==> src/rtl/vnu_pkg.sv <==
// Shared types and helpers for the serial LDPC variable node unit.
// Default degree and width are also used by the CNU array.
package vnu_pkg;

    typedef enum logic [1:0] {
        IDLE = 2'd0,
        LOAD = 2'd1,
        EMIT = 2'd2
    } vnu_state_e;

    localparam int VNU_DV = 6;
    localparam int VNU_W  = 8;

    // Symmetric clamp to +/-(2^(w-1)-1); the most negative code is never produced.
    function automatic logic signed [31:0] sat_msg(input logic signed [31:0] value, input int w);
        logic signed [31:0] lim;
        lim = (32'sd1 <<< (w - 1)) - 32'sd1;
        if (value > lim) begin
            return lim;
        end
        if (value < -lim) begin
            return -lim;
        end
        return value;
    endfunction

endpackage

==> src/rtl/vnu_msg_buf.sv <==
// DV x W message register file: one synchronous write port, one async read port.
// Contents are not reset; they are always rewritten before being read.
module vnu_msg_buf #(
    parameter int DV = 6,
    parameter int W  = 8,
    parameter int IW = 3
) (
    input  logic          clk,
    input  logic          we,
    input  logic [IW-1:0] waddr,
    input  logic [W-1:0]  wdata,
    input  logic [IW-1:0] raddr,
    output logic [W-1:0]  rdata
);

    logic [W-1:0] mem_q [DV];

    always_ff @(posedge clk) begin
        if (we) begin
            mem_q[waddr] <= wdata;
        end
    end

    assign rdata = mem_q[raddr];

endmodule

==> src/rtl/vnu_serial.sv <==
// Edge-serial LDPC variable node: loads L plus DV R messages, then emits DV
// extrinsic Q messages (total minus own R, saturated) with the hard decision.
module vnu_serial
    import vnu_pkg::*;
#(
    parameter int DV   = VNU_DV,
    parameter int W    = VNU_W,
    parameter int ACCW = W + $clog2(DV + 1)
) (
    input  logic         clk,
    input  logic         reset,
    input  logic         start,
    input  logic [W-1:0] llr_in,
    input  logic         r_valid,
    output logic         r_ready,
    input  logic [W-1:0] r_in,
    output logic         q_valid,
    input  logic         q_ready,
    output logic [W-1:0] q_out,
    output logic         q_last,
    output logic         p_out,
    output logic         busy
);

    localparam int IW = (DV > 1) ? $clog2(DV) : 1;
    localparam logic [IW-1:0] LAST_IDX = IW'(DV - 1);

    vnu_state_e             state_q, state_d;
    logic signed [ACCW-1:0] acc_q, acc_d;
    logic [IW-1:0]          idx_q, idx_d;
    logic                   p_q, p_d;

    logic                   buf_we;
    logic [W-1:0]           buf_rdata;
    logic signed [ACCW-1:0] llr_ext, r_ext, acc_sum;
    logic signed [ACCW:0]   buf_ext, diff;
    logic signed [31:0]     q_sat;

    vnu_msg_buf #(
        .DV (DV),
        .W  (W),
        .IW (IW)
    ) u_buf (
        .clk   (clk),
        .we    (buf_we),
        .waddr (idx_q),
        .wdata (r_in),
        .raddr (idx_q),
        .rdata (buf_rdata)
    );

    assign llr_ext = {{(ACCW - W){llr_in[W-1]}}, llr_in};
    assign r_ext   = {{(ACCW - W){r_in[W-1]}}, r_in};
    assign acc_sum = acc_q + r_ext;

    // One extra bit so total minus a full-scale R cannot wrap before clamping.
    assign buf_ext = {{(ACCW + 1 - W){buf_rdata[W-1]}}, buf_rdata};
    assign diff    = {acc_q[ACCW-1], acc_q} - buf_ext;
    assign q_sat   = sat_msg(32'(diff), W);

    always_comb begin
        state_d = state_q;
        acc_d   = acc_q;
        idx_d   = idx_q;
        p_d     = p_q;
        buf_we  = 1'b0;
        case (state_q)
            IDLE: begin
                if (start) begin
                    state_d = LOAD;
                    acc_d   = llr_ext;
                    idx_d   = '0;
                    p_d     = 1'b0;
                end
            end
            LOAD: begin
                if (r_valid) begin
                    buf_we = 1'b1;
                    acc_d  = acc_sum;
                    idx_d  = idx_q + IW'(1);
                    if (idx_q == LAST_IDX) begin
                        state_d = EMIT;
                        idx_d   = '0;
                        p_d     = acc_sum[ACCW-1];
                    end
                end
            end
            EMIT: begin
                if (q_ready) begin
                    idx_d = idx_q + IW'(1);
                    if (idx_q == LAST_IDX) begin
                        state_d = IDLE;
                        idx_d   = '0;
                    end
                end
            end
            default: begin
                state_d = IDLE;
            end
        endcase
    end

    always_ff @(posedge clk) begin
        if (reset) begin
            state_q <= IDLE;
            acc_q   <= '0;
            idx_q   <= '0;
            p_q     <= 1'b0;
        end else begin
            state_q <= state_d;
            acc_q   <= acc_d;
            idx_q   <= idx_d;
            p_q     <= p_d;
        end
    end

    // Q is derived from held registers, so it stays stable across a stall.
    assign r_ready = (state_q == LOAD);
    assign q_valid = (state_q == EMIT);
    assign q_out   = q_valid ? q_sat[W-1:0] : '0;
    assign q_last  = q_valid && (idx_q == LAST_IDX);
    assign p_out   = p_q;
    assign busy    = (state_q != IDLE);

endmodule

==> config.mk <==
export PLATFORM = sky130hd
export DESIGN_NAME = vnu_serial
export DESIGN_NICKNAME = d
export VERILOG_FILES = /design/src/rtl/vnu_pkg.sv /design/src/rtl/vnu_msg_buf.sv /design/src/rtl/vnu_serial.sv
export SDC_FILE = /design/constraint.sdc
export NUM_CORES = 1
export LEC_CHECK = 0
export ABC_CLOCK_PERIOD_IN_PS = 4900
export CAP_MARGIN = 20
export CELL_PAD_IN_SITES_DETAIL_PLACEMENT = 1
export CELL_PAD_IN_SITES_GLOBAL_PLACEMENT = 1
export CORE_MARGIN = 5
export CORE_UTILIZATION = 38
export DETAILED_ROUTE_END_ITERATION = 16
export PLACE_DENSITY_LB_ADDON = 0.15
export SLEW_MARGIN = 10
export SYNTH_ARGS = -nofsm -noshare
export SYNTH_HDL_FRONTEND = slang
export SYNTH_SLANG_ARGS = --single-unit
export TNS_END_PERCENT = 30
==> constraint.sdc <==
create_clock -name clk -period 4.9 [get_ports clk]
set_clock_uncertainty 0.15 [all_clocks]
set_input_delay 0.735 -clock clk [delete_from_list [all_inputs] [get_ports clk]]
set_output_delay 0.735 -clock clk [all_outputs]
set_load 0.1 [all_outputs]
==> summary.md <==
| Metric | Value |
|---|---|
| Status | `complete, no violations` |
| Startpoint Class | `flop` |
| Total gr overflow | `0` |
| Main area contributors after synthesis | `edfxtp_1, dfxtp_1, ha_1` |
| Headroom to the max-slew limit | `0.347` |
| TNS Setup | `0 ns` |
| Min Tclk post-route | `4.74 ns` |
| Worst ir drop on vdd | `0.000231 V` |
| Root buf cell | `clkbuf_8` |
| Final #Nets | `approximately 440` |
| Crit-path cells | `buf_4, mux4_2, nor2_1, a21oi_1, ha_1, inv_1, fa_2, a211oi_2, o211ai_2, a31o_1, a21oi_2, xnor2_2, or4b_1, o311a_1, buf_12` |
| DP Worst Slack | `about 0.31 ns` |
| Count of pins over their slew limit | `0` |
| Die width | `110 um` |
| Post-synthesis cell count | `340` |
| Total of max-cap violations | `0` |
| Chip height | `110 um` |
| Synth warn | `0` |
| Crit share post-route | `0.967` |
| Row cnt | `36` |
| Number of synthesized flops with an enable pin | `48` |
| Die area | `12100 um2` |
| Hold depth | `2` |
| Longest Clk Path Bufs | `2` |
| Metal2 WL | `4.66 mm` |
| CTS Hold Bufs | `0` |
| Routed length on met1 | `approximately 4.4 mm` |
| TritonCTS buffer count | `9` |
| Syn_nets | `390` |
| Crit. End Element | `output pin` |
| Final setup fails | `0` |
| Synth Flop Type | `edfxtp_1` |
| First-pass GRT wire length | `16.0 mm` |
| Top post-synthesis cells by count | `edfxtp_1, nor2_1, ha_1` |
| Total GRT Usage | `0.177` |
| Sequential element share of the synthesized area | `0.483` |
| Layout area overhead | `26.4%` |
| Initial antenna violation count | `0` |
| Async set or reset register ratio after synthesis | `0` |
| Final Non-Filler Cells | `524` |
| Critical-path maximum fanout | `4` |
| Path depth of the worst reg2reg path | `8` |
| RSZ-0062 raised after global routing | `false` |
| Power Density | `418 nW/um2` |
| Max stage delay on crit path | `0.53 ns` |
| Lkg Pwr | `roughly 0.0017 uW` |
| Htree depth | `3` |
| DRT antenna net count | `0` |
| Post-synth top area share | `0.378` |
| Worst path arrival time | `3.85 ns` |
| Drt wl/cell | `18.2 um` |
| Total power | `2020 uW` |
| Top layer in use | `met4` |
| Post-DP HPWL | `7.21 mm` |
| N_diodes | `0` |
| Crit path required time | `about 4 ns` |
| Core area | `9770 um2` |
| Clk slew on worst S/H paths | `~0.08 ns` |
| CP max-delay cell | `or4b_1` |
| Worst-margin pin slew | `0.977 ns` |
| Avg Cell Area, Syn | `11.2 um2` |
| Initial detailed-routing violation count | `between 100 and 150` |
| CTS tree | `done` |
| CP Class | `flop to output pin` |
| Max frequency | `~210 MHz` |
| Placed cells | `505` |
| Final WS setup | `~0.16 ns` |
| Routed wire length | `9.55 mm` |
| Worst R2R Setup Slack | `1.74 ns` |
| Router iterations before antenna repair | `4` |
| Largest net degree at the start of global routing | `20` |
| Yosys top cell by area | `edfxtp_1` |
| Yosys reg bits | `68` |
| Via count | `2764` |
| Most frequent cell after synthesis | `edfxtp_1` |
| DR vias/cell | `roughly 5.3` |
| IO Pins | `34` |
| Cell area after synthesis | `~3800 um2` |
| Share of cells above drive strength 1 | `0.182` |
| Port Buffers | `33` |
| WL met3 | `317 um` |
| Final hold vios | `0` |
| Routability cong. | `0.826` |
| Synth unique cells | `51` |
| Vias in the first global route | `3065` |
| Residual DRC | `0` |
| Clock net sink count | `68` |
| Clock Latency Late Sink | `approximately 0.35 ns` |
| Initial Util | `0.390` |
| Hold crit path type | `flop to flop` |
## layout make-up
| class | count | area, um2 |
|---|---|---|
| well taps | 133 | 166 |
| clock inverters | 7 | 80.1 |
| inverters | 16 | 60.1 |
| multi-input cells | 244 | 2010 |
| flip-flops and latches | 68 | 1840 |
| fillers | 1052 | 4950 |
| clock buffers | 9 | 124 |
| repair buffers | 47 | 541 |
## cell families (layout without fill, tap and decap cells)
group,count (synthesis),in the layout,share of synthesized area
and+or+nand+nor,95,95,0.119
AOI/OAI and AO/OA,81,81,0.147
DFF,68,68,0.483
adders and majority gates,29,29,0.0991
buffers and inverters,28,79,0.0279
muxes,23,23,0.0873
xor gates and xnor gates,16,16,0.0367
## power breakdown
group / internal, uW / total [uW] / switching, uW
clock network: 242 / 479 / 237
registers: 649 / 683 / 34.3
logic: 341 / 855 / 513
total: 1230 / 2020 / 784
## worst max-delay path, delay by kind of cell (launching register included)
kind                       cells  cell delay (ns)
and+or+nand+nor                2             0.58
muxes                          1             0.33
DFF                            1             0.34
adders and majority gates      2             0.55
buffers and inverters          3             0.38
AOI/OAI and AO/OA              6             1.18
xor gates and xnor gates       1             0.16
## sequential cells by signal, summed over array words and instances (netlist names), named ones only
signal and count:
u_buf.mem_q 48, state_q 2, p_out 1, acc_q 11, idx_q 3
## metal layers
| metal | GRT usage | vias up |
|---|---|---|
| met2 | 0.296 | 44 |
| met1 | 0.229 | 1346 |
| met5 | 0 | - |
| met3 | 0.0320 | 11 |
| met4 | 0.0633 | 0 |
| li1 | - | 1363 |
## what timing repair did
action,in CTS,in global routing
setup buffers,0,1
resized for setup,3,10
pin swaps,0,3
endpoints found under the setup margin,7,7
## final timing paths
check,start,endpoint
worst min register to register,acc_q[0]$_SDFFE_PP0P_,acc_q[0]$_SDFFE_PP0P_
worst max register to register,state_q[1]$_SDFFE_PP0P_,acc_q[10]$_SDFFE_PP0P_
worst max-delay path,flop,q_out[0]
worst min-delay path,acc_q[0]$_SDFFE_PP0P_,acc_q[0]$_SDFFE_PP0P_
## per-stage QoR
step / util / cell area (um2) / hold slack (ns)
2_1_floorplan: - / 3910 / 0.344
3_3_place_gp: 0.466 / 4550 / 0.359
3_5_place_dp: 0.466 / 4550 / 0.379
4_1_cts: 0.488 / 4770 / 0.390
5_1_grt: 0.493 / 4820 / 0.442
6_report: 0.493 / 4820 / 0.386
## placed cells by master (no fill, tap or decap), types with 2 or more instances in the layout
cell type        instances
a21oi_2                  3
xnor2_1                  7
a31oi_1                  4
buf_4                   11
o211ai_1                 3
o21bai_1                 2
a311oi_1                 3
o21a_1                   3
nor2b_1                  8
a21o_1                   2
nand3_1                  5
clkdlybuf4s50_1         25
and3_1                   3
mux4_2                   8
mux2_2                   2
xor2_1                   8
inv_1                   15
nand2_1                 22
a211oi_1                 7
a21oi_1                 17
nor2_1                  33
nor4_1                   2
inv_6                    4
ha_1                    27
a211oi_2                 2
nor4b_2                  2
a2111oi_0                2
mux2i_1                 13
nor3_1                   9
a31oi_4                  2
a211oi_4                 6
buf_12                  10
clkbuf_8                 9
o21ai_0                  9
dfxtp_1                 19
o21ai_1                  6
nand2b_1                 4
clkinvlp_4               2
edfxtp_1                48
Power figures use the tool's default switching activity.
